$ cat src/rtl/cdu_count_scheduler.sv
// Count-slot scheduler: accumulates per-axis plus/minus pulses and issues one
// counter-cycle request per FAZ2HI slot, round-robin across axes A/B/C.
module cdu_count_scheduler #(
  parameter int CNTW = 4,
  parameter int TMO  = 15
) (
  input  logic              clk,
  input  logic              rst,
  input  logic              FAZ2HI,
  input  logic              AUP,
  input  logic              ADN,
  input  logic              BUP,
  input  logic              BDN,
  input  logic              CUP,
  input  logic              CDN,
  input  logic              ISSZ,
  input  logic              DMMCA,
  input  logic              CNT_ACK,
  output logic              CNT_REQ,
  output logic [1:0]        CNT_AXIS,
  output logic              CNT_SIGN,
  output logic              BUSY,
  output logic [2:0]        OVF,
  output logic              TMO_ERR,
  output logic [1:0]        dbg_state,
  output logic [3*CNTW-1:0] dbg_acc
);

  // Request handshake: CNT_REQ rises the cycle after a grant and holds with
  // CNT_AXIS/CNT_SIGN stable until the first cycle CNT_ACK is seen high.
  typedef enum logic [1:0] {
    S_IDLE = 2'd0,
    S_WAIT = 2'd1,
    S_GAP  = 2'd2
  } state_t;

  localparam int AMAX = (1 << (CNTW - 1)) - 1;
  localparam int AMIN = -(1 << (CNTW - 1));
  localparam logic signed [CNTW+1:0] WMAX = (CNTW + 2)'(AMAX);
  localparam logic signed [CNTW+1:0] WMIN = (CNTW + 2)'(AMIN);
  localparam logic signed [CNTW+1:0] ONE  = (CNTW + 2)'(1);
  localparam logic [7:0] TMO_LAST = 8'(TMO - 1);

  state_t state, state_n;
  logic signed [CNTW-1:0] acc   [3];
  logic signed [CNTW-1:0] acc_n [3];
  logic signed [CNTW+1:0] sum   [3];
  logic [2:0] up, dn, nz, clip;
  logic [1:0] last_axis, req_axis, rr_start, grant_idx;
  logic [2:0] cand;
  logic       req_sign, found, can_grant, timeout;
  logic [7:0] tmo_cnt;

  assign up = {CUP, BUP, AUP};
  assign dn = {CDN, BDN, ADN};

  always_comb begin
    for (int i = 0; i < 3; i++) nz[i] = (acc[i] != '0);
  end

  assign can_grant = (state == S_IDLE) && FAZ2HI && !DMMCA && !ISSZ && (|nz);

  // Search starts at the axis after the last grant; last_axis holds 1..3.
  always_comb begin
    rr_start  = (last_axis == 2'd3) ? 2'd0 : last_axis;
    grant_idx = 2'd0;
    found     = 1'b0;
    cand      = 3'd0;
    for (int k = 0; k < 3; k++) begin
      cand = {1'b0, rr_start} + 3'(k);
      if (cand >= 3'd3) cand = cand - 3'd3;
      if (!found && nz[cand[1:0]]) begin
        found     = 1'b1;
        grant_idx = cand[1:0];
      end
    end
  end

  always_comb begin
    state_n = state;
    timeout = 1'b0;
    case (state)
      S_IDLE: if (can_grant) state_n = S_WAIT;
      S_WAIT: begin
        if (CNT_ACK) begin
          state_n = S_GAP;
        end else if (tmo_cnt == TMO_LAST) begin
          state_n = S_IDLE;
          timeout = 1'b1;
        end
      end
      S_GAP:   state_n = S_IDLE;
      default: state_n = S_IDLE;
    endcase
  end

  // Grants step toward zero; a timeout undoes the step of the abandoned grant.
  always_comb begin
    clip = '0;
    for (int i = 0; i < 3; i++) begin
      sum[i] = {{2{acc[i][CNTW-1]}}, acc[i]};
      if (up[i]) sum[i] = sum[i] + ONE;
      if (dn[i]) sum[i] = sum[i] - ONE;
      if (can_grant && grant_idx == 2'(i))
        sum[i] = acc[i][CNTW-1] ? sum[i] + ONE : sum[i] - ONE;
      if (timeout && req_axis == 2'(i + 1))
        sum[i] = req_sign ? sum[i] - ONE : sum[i] + ONE;
      clip[i] = (sum[i] > WMAX) || (sum[i] < WMIN);
      if (sum[i] > WMAX)      acc_n[i] = WMAX[CNTW-1:0];
      else if (sum[i] < WMIN) acc_n[i] = WMIN[CNTW-1:0];
      else                    acc_n[i] = sum[i][CNTW-1:0];
    end
  end

  always_ff @(posedge clk) begin
    if (rst) begin
      state     <= S_IDLE;
      for (int i = 0; i < 3; i++) acc[i] <= '0;
      last_axis <= 2'd3;
      req_axis  <= 2'd0;
      req_sign  <= 1'b0;
      tmo_cnt   <= 8'd0;
      OVF       <= 3'b000;
      TMO_ERR   <= 1'b0;
    end else begin
      state <= state_n;
      for (int i = 0; i < 3; i++) acc[i] <= ISSZ ? '0 : acc_n[i];
      OVF <= ISSZ ? 3'b000 : (OVF | clip);
      if (timeout) TMO_ERR <= 1'b1;
      if (can_grant) begin
        req_axis  <= grant_idx + 2'd1;
        req_sign  <= acc[grant_idx][CNTW-1];
        last_axis <= grant_idx + 2'd1;
        tmo_cnt   <= 8'd0;
      end else if (state == S_WAIT) begin
        tmo_cnt <= tmo_cnt + 8'd1;
      end
    end
  end

  assign CNT_REQ   = (state == S_WAIT);
  assign CNT_AXIS  = CNT_REQ ? req_axis : 2'd0;
  assign CNT_SIGN  = CNT_REQ & req_sign;
  assign BUSY      = (state != S_IDLE);
  assign dbg_state = state;
  assign dbg_acc   = {acc[2], acc[1], acc[0]};

endmodule

$ cat config.mk
export PLATFORM = sky130hd
export DESIGN_NAME = cdu_count_scheduler
export DESIGN_NICKNAME = d
export VERILOG_FILES = /design/src/rtl/cdu_count_scheduler.sv
export SDC_FILE = /design/constraint.sdc
export NUM_CORES = 1
export LEC_CHECK = 0
export ABC_AREA = 1
export CORE_MARGIN = 2
export CORE_UTILIZATION = 45
export CTS_BUF_LIST = sky130_fd_sc_hd__clkbuf_16
export CTS_CLUSTER_DIAMETER = 100
export DETAILED_ROUTE_END_ITERATION = 12
export DONT_BUFFER_PORTS = 1
export PLACE_DENSITY = 0.61
export RECOVER_POWER = 100
export SETUP_SLACK_MARGIN = 0.2
export SLEW_MARGIN = 20
export SYNTH_ARGS = -nofsm -noshare
export SYNTH_HDL_FRONTEND = slang
export SYNTH_SLANG_ARGS = --single-unit
$ cat constraint.sdc
create_clock -name clk -period 11.1 [get_ports clk]
set_input_delay 1.11 -clock clk [delete_from_list [all_inputs] [get_ports clk]]
set_output_delay 1.11 -clock clk [all_outputs]
set_load 0.01 [all_outputs]
==> impl_metrics.yaml <==
power_and_ir_drop:
  switchingPower_uw: 295
  swShare_pct: 46.5
  leakage_nw: 2.09
  seq_power_share_pct: 22.2
  power_density_mw_per_mm2: 156
  combinationalPowerShare_pct: 57.5
  ir_drop_uv: 78.7
  internal_power_uw: 339
  pwr-share-clk_pct: 20.4
worst_setup_path:
  critPathRequiredTime_ns: 11.28
  startpoint_type: "register"
  slowest_stage: "dfxtp_1"
  critPathMaxFanout: 8
  cp_common_cell: "nand2_1"
  critPathCaptureType: "register"
  cp_top_family: "simple AND/OR/NAND/NOR gates"
  cp_num_cells: 29
  worstSetupPathType: "register to register"
  worstPathArrival_ns: 4.88
  reg2reg_depth: 29
  crit_path_max_incr_delay_ns: 0.37
  path_buf_inv: 6
route:
  vias: 3839
  wl_um: 9110
  m1WireLength_um: 4410
  route.detailed.drc: 0
  dr.pass1.iters: 4
  wl_per_cell_um: 12.4
  route.met2.wl_um: 4210
  wl_met3_um: 465
  top_layer_used: "met4"
  viasPerCell: 5.24
  drt_iter0_drc: 167
  ant_nets: 0
job:
  drv_cap: 0
synthesis:
  synthCells: 621
  yosys_warnings: 0
  synth-edff-count: 0
  syn_area_sq_mm: 0.00389
  ys_types: 40
  yosysSeqAreaShare_pct: 16.0
  syn-mean-instance-area_sq_um: 6.26
  ys_ff_latch: 31
  yosys_most_used_dff: "dfxtp_1"
  ys_async_sr_fraction_pct: 0
  syn-num-nets: 679
clocking:
  cts_buffer_depth: 2
  cts_buffers: 5
  clock-sinks: 31
  clk_pin_slew_ns: 0.06
  htreeDepth: 2
  post-cts-setup-buffer-count: 0
  clk_latency_ns: 0.28
  cts_resized: 0
  cts_tree: "yes"
  root_buffer: "clkbuf_16"
  cts-hold-fix-buffers: 0
timing:
  setup_viol_count_final: 0
  timing.final.crit_share_pct: 42.3
  drv_slew: 0
  slew_headroom_pct: 47.5
  fmax_mhz: 213
  rsz0062_at_grt: "no"
  period_minus_slack_ns: 4.70
  worst_slew_pin_slew_ns: 0.786
  hold_viol: 0
  fin_ws_ns: 6.40
  tns_ns: 0
  finClkSkew_ns: 0.00970
final_layout:
  antenna_cells_inserted: 0
  nets: 685
  drive_gt1_share_pct: 5.57
  final_core_util_pct: 48.9
  syn_to_final_growth_pct: 4.34
  fillCellCount: 864
  postLayoutCellArea_sq_mm: 0.00406
placement:
  pre_cts_ws_ns: 6.45
  numPortBuffers: 0
  gp_congestion: 0.861
  dp_hpwl_um: 7600
  placed_area_sq_mm: 0.00401
grt:
  grt_max_degree: 18
  grtUsageTotal_pct: 19.9
  grt_overflow: 0
  grt_pass1_vias: 3532
  antenna_found_initial: 0
  grt_pass1_wl_um: 15900
die:
  die-height_um: 97.0
  ios: 35
  chipWidth_um: 97.0
  die-area_sq_mm: 0.00940
  core_sq_mm: 0.00830
  rows: 33
  initial_core_util_pct: 46.9
min_path:
  whs_path_depth: 2
  hp-class: "register to register"
run_status:
  status: "complete, no violations"
==> placed cells by master (no fill, tap or decap), types with 13 or more instances in the layout <==
master     n
a21oi_1   29
dfxtp_1   31
ha_1      40
inv_1     86
nand2_1  189
nand3_1   63
nand4_1   14
nor2_1    36
nor3_1    13
o21ai_0   28
xor2_1    14
==> power by group through the flow <==
stage / Combinational [mW] / Clock, mW / Sequential [mW]
final: 0.364 / 0.129 / 0.141
after global routing: 0.424 / 0.135 / 0.142
after CTS: 0.377 / 0.131 / 0.141
after detailed placement: 0.375 / 0 / 0.143
after global placement: 0.368 / 0 / 0.143
after floorplan: 0.311 / 0 / 0.138
==> synthesized netlist by cell type (2+ instances only) <==
master,count,share of area (%)
a211oi_1,3,0.58
o211ai_1,4,0.77
ha_1,40,13
o21bai_1,4,0.77
nor3b_1,2,0.39
or2_2,4,0.64
or2_0,2,0.32
inv_1,81,7.8
nand3_2,4,1.0
nand3_4,4,1.8
nand2_1,185,18
nor2_4,2,0.58
nand3_1,59,7.6
a21oi_1,29,3.7
nand4_1,14,2.3
inv_2,8,0.77
o21ai_2,2,0.45
nand3b_1,5,0.97
xor2_1,14,3.2
nand2_2,15,2.4
nor3_1,12,1.5
dfxtp_1,31,16
fa_1,6,3.1
nor2_1,32,3.1
nor2_2,4,0.64
o21ai_0,27,3.5
a21o_1,3,0.58
o22ai_1,2,0.32
clkinv_1,3,0.29
xnor2_1,5,1.1
o21ai_1,6,0.77
==> kinds of logic after synthesis <==
logic type / Yosys count / synth area share [%]
AOI/OAI and AO/OA: 82 / 11.8
buffers and inverters: 93 / 9.13
DFF: 31 / 16.0
xor gates and xnor gates: 19 / 4.28
and+or+nand+nor: 350 / 42.9
adders and majority gates: 46 / 16.0
==> metrics by stage <==
| stage | hold slack [ns] | std cells | power (mW) |
|---|---|---|---|
| 3_3_place_gp | 0.486 | 725 | 0.511 |
| 3_5_place_dp | 0.498 | 725 | 0.518 |
| 5_1_grt | 0.562 | 733 | 0.702 |
| 6_report | 0.506 | 733 | 0.634 |
| 4_1_cts | 0.505 | 733 | 0.649 |
| 2_1_floorplan | 0.471 | 621 | 0.449 |
==> routing by layer <==
metal  track usage (%)  up-vias
met3              4.12        2
met2              33.7       74
met5                 0        -
li1                  -     2043
met1              26.8     1720
met4              2.60        0
==> final cells by class <==
| cell class | count | area, sq um | area share, % |
|---|---|---|---|
| multi-input combinational | 497 | 2830 | 69.6 |
| sequential | 31 | 621 | 15.3 |
| inverter | 92 | 345 | 8.51 |
| tap | 105 | 131 | 3.24 |
| clock buffer | 5 | 125 | 3.08 |
| clock inverter | 3 | 11.3 | 0.277 |
==> worst register-to-register path, delay by kind of cell, from the launching register on <==
family / cells / cell delay (ns)
flip-flops: 1 / 0.37
buffers and inverters: 6 / 0.63
AO/OA/AOI/OAI: 6 / 1.23
adder cells (fa/ha/maj): 3 / 0.55
AND/OR/NAND/NOR: 14 / 1.80
==> flip-flops by register name (all words and copies together) (netlist names) <==
signal     cells
acc           12
tmo_cnt        8
OVF            3
dbg_state      2
last_axis      2
req_axis       2
TMO_ERR        1
req_sign       1
==> path summary, 6_finish.rpt <==
kind | from | end | slack (ns)
setup / recovery | acc[2][0]$_SDFF_PP0_ | OVF[1]$_SDFF_PP0_ | 6.40
hold / removal | tmo_cnt[0]$_SDFFE_PP0P_ | tmo_cnt[0]$_SDFFE_PP0P_ | 0.51
setup reg to reg | acc[2][0]$_SDFF_PP0_ | OVF[1]$_SDFF_PP0_ | 6.40
hold reg to reg | tmo_cnt[0]$_SDFFE_PP0P_ | tmo_cnt[0]$_SDFFE_PP0P_ | 0.51
(Power assumes the default switching activity.)
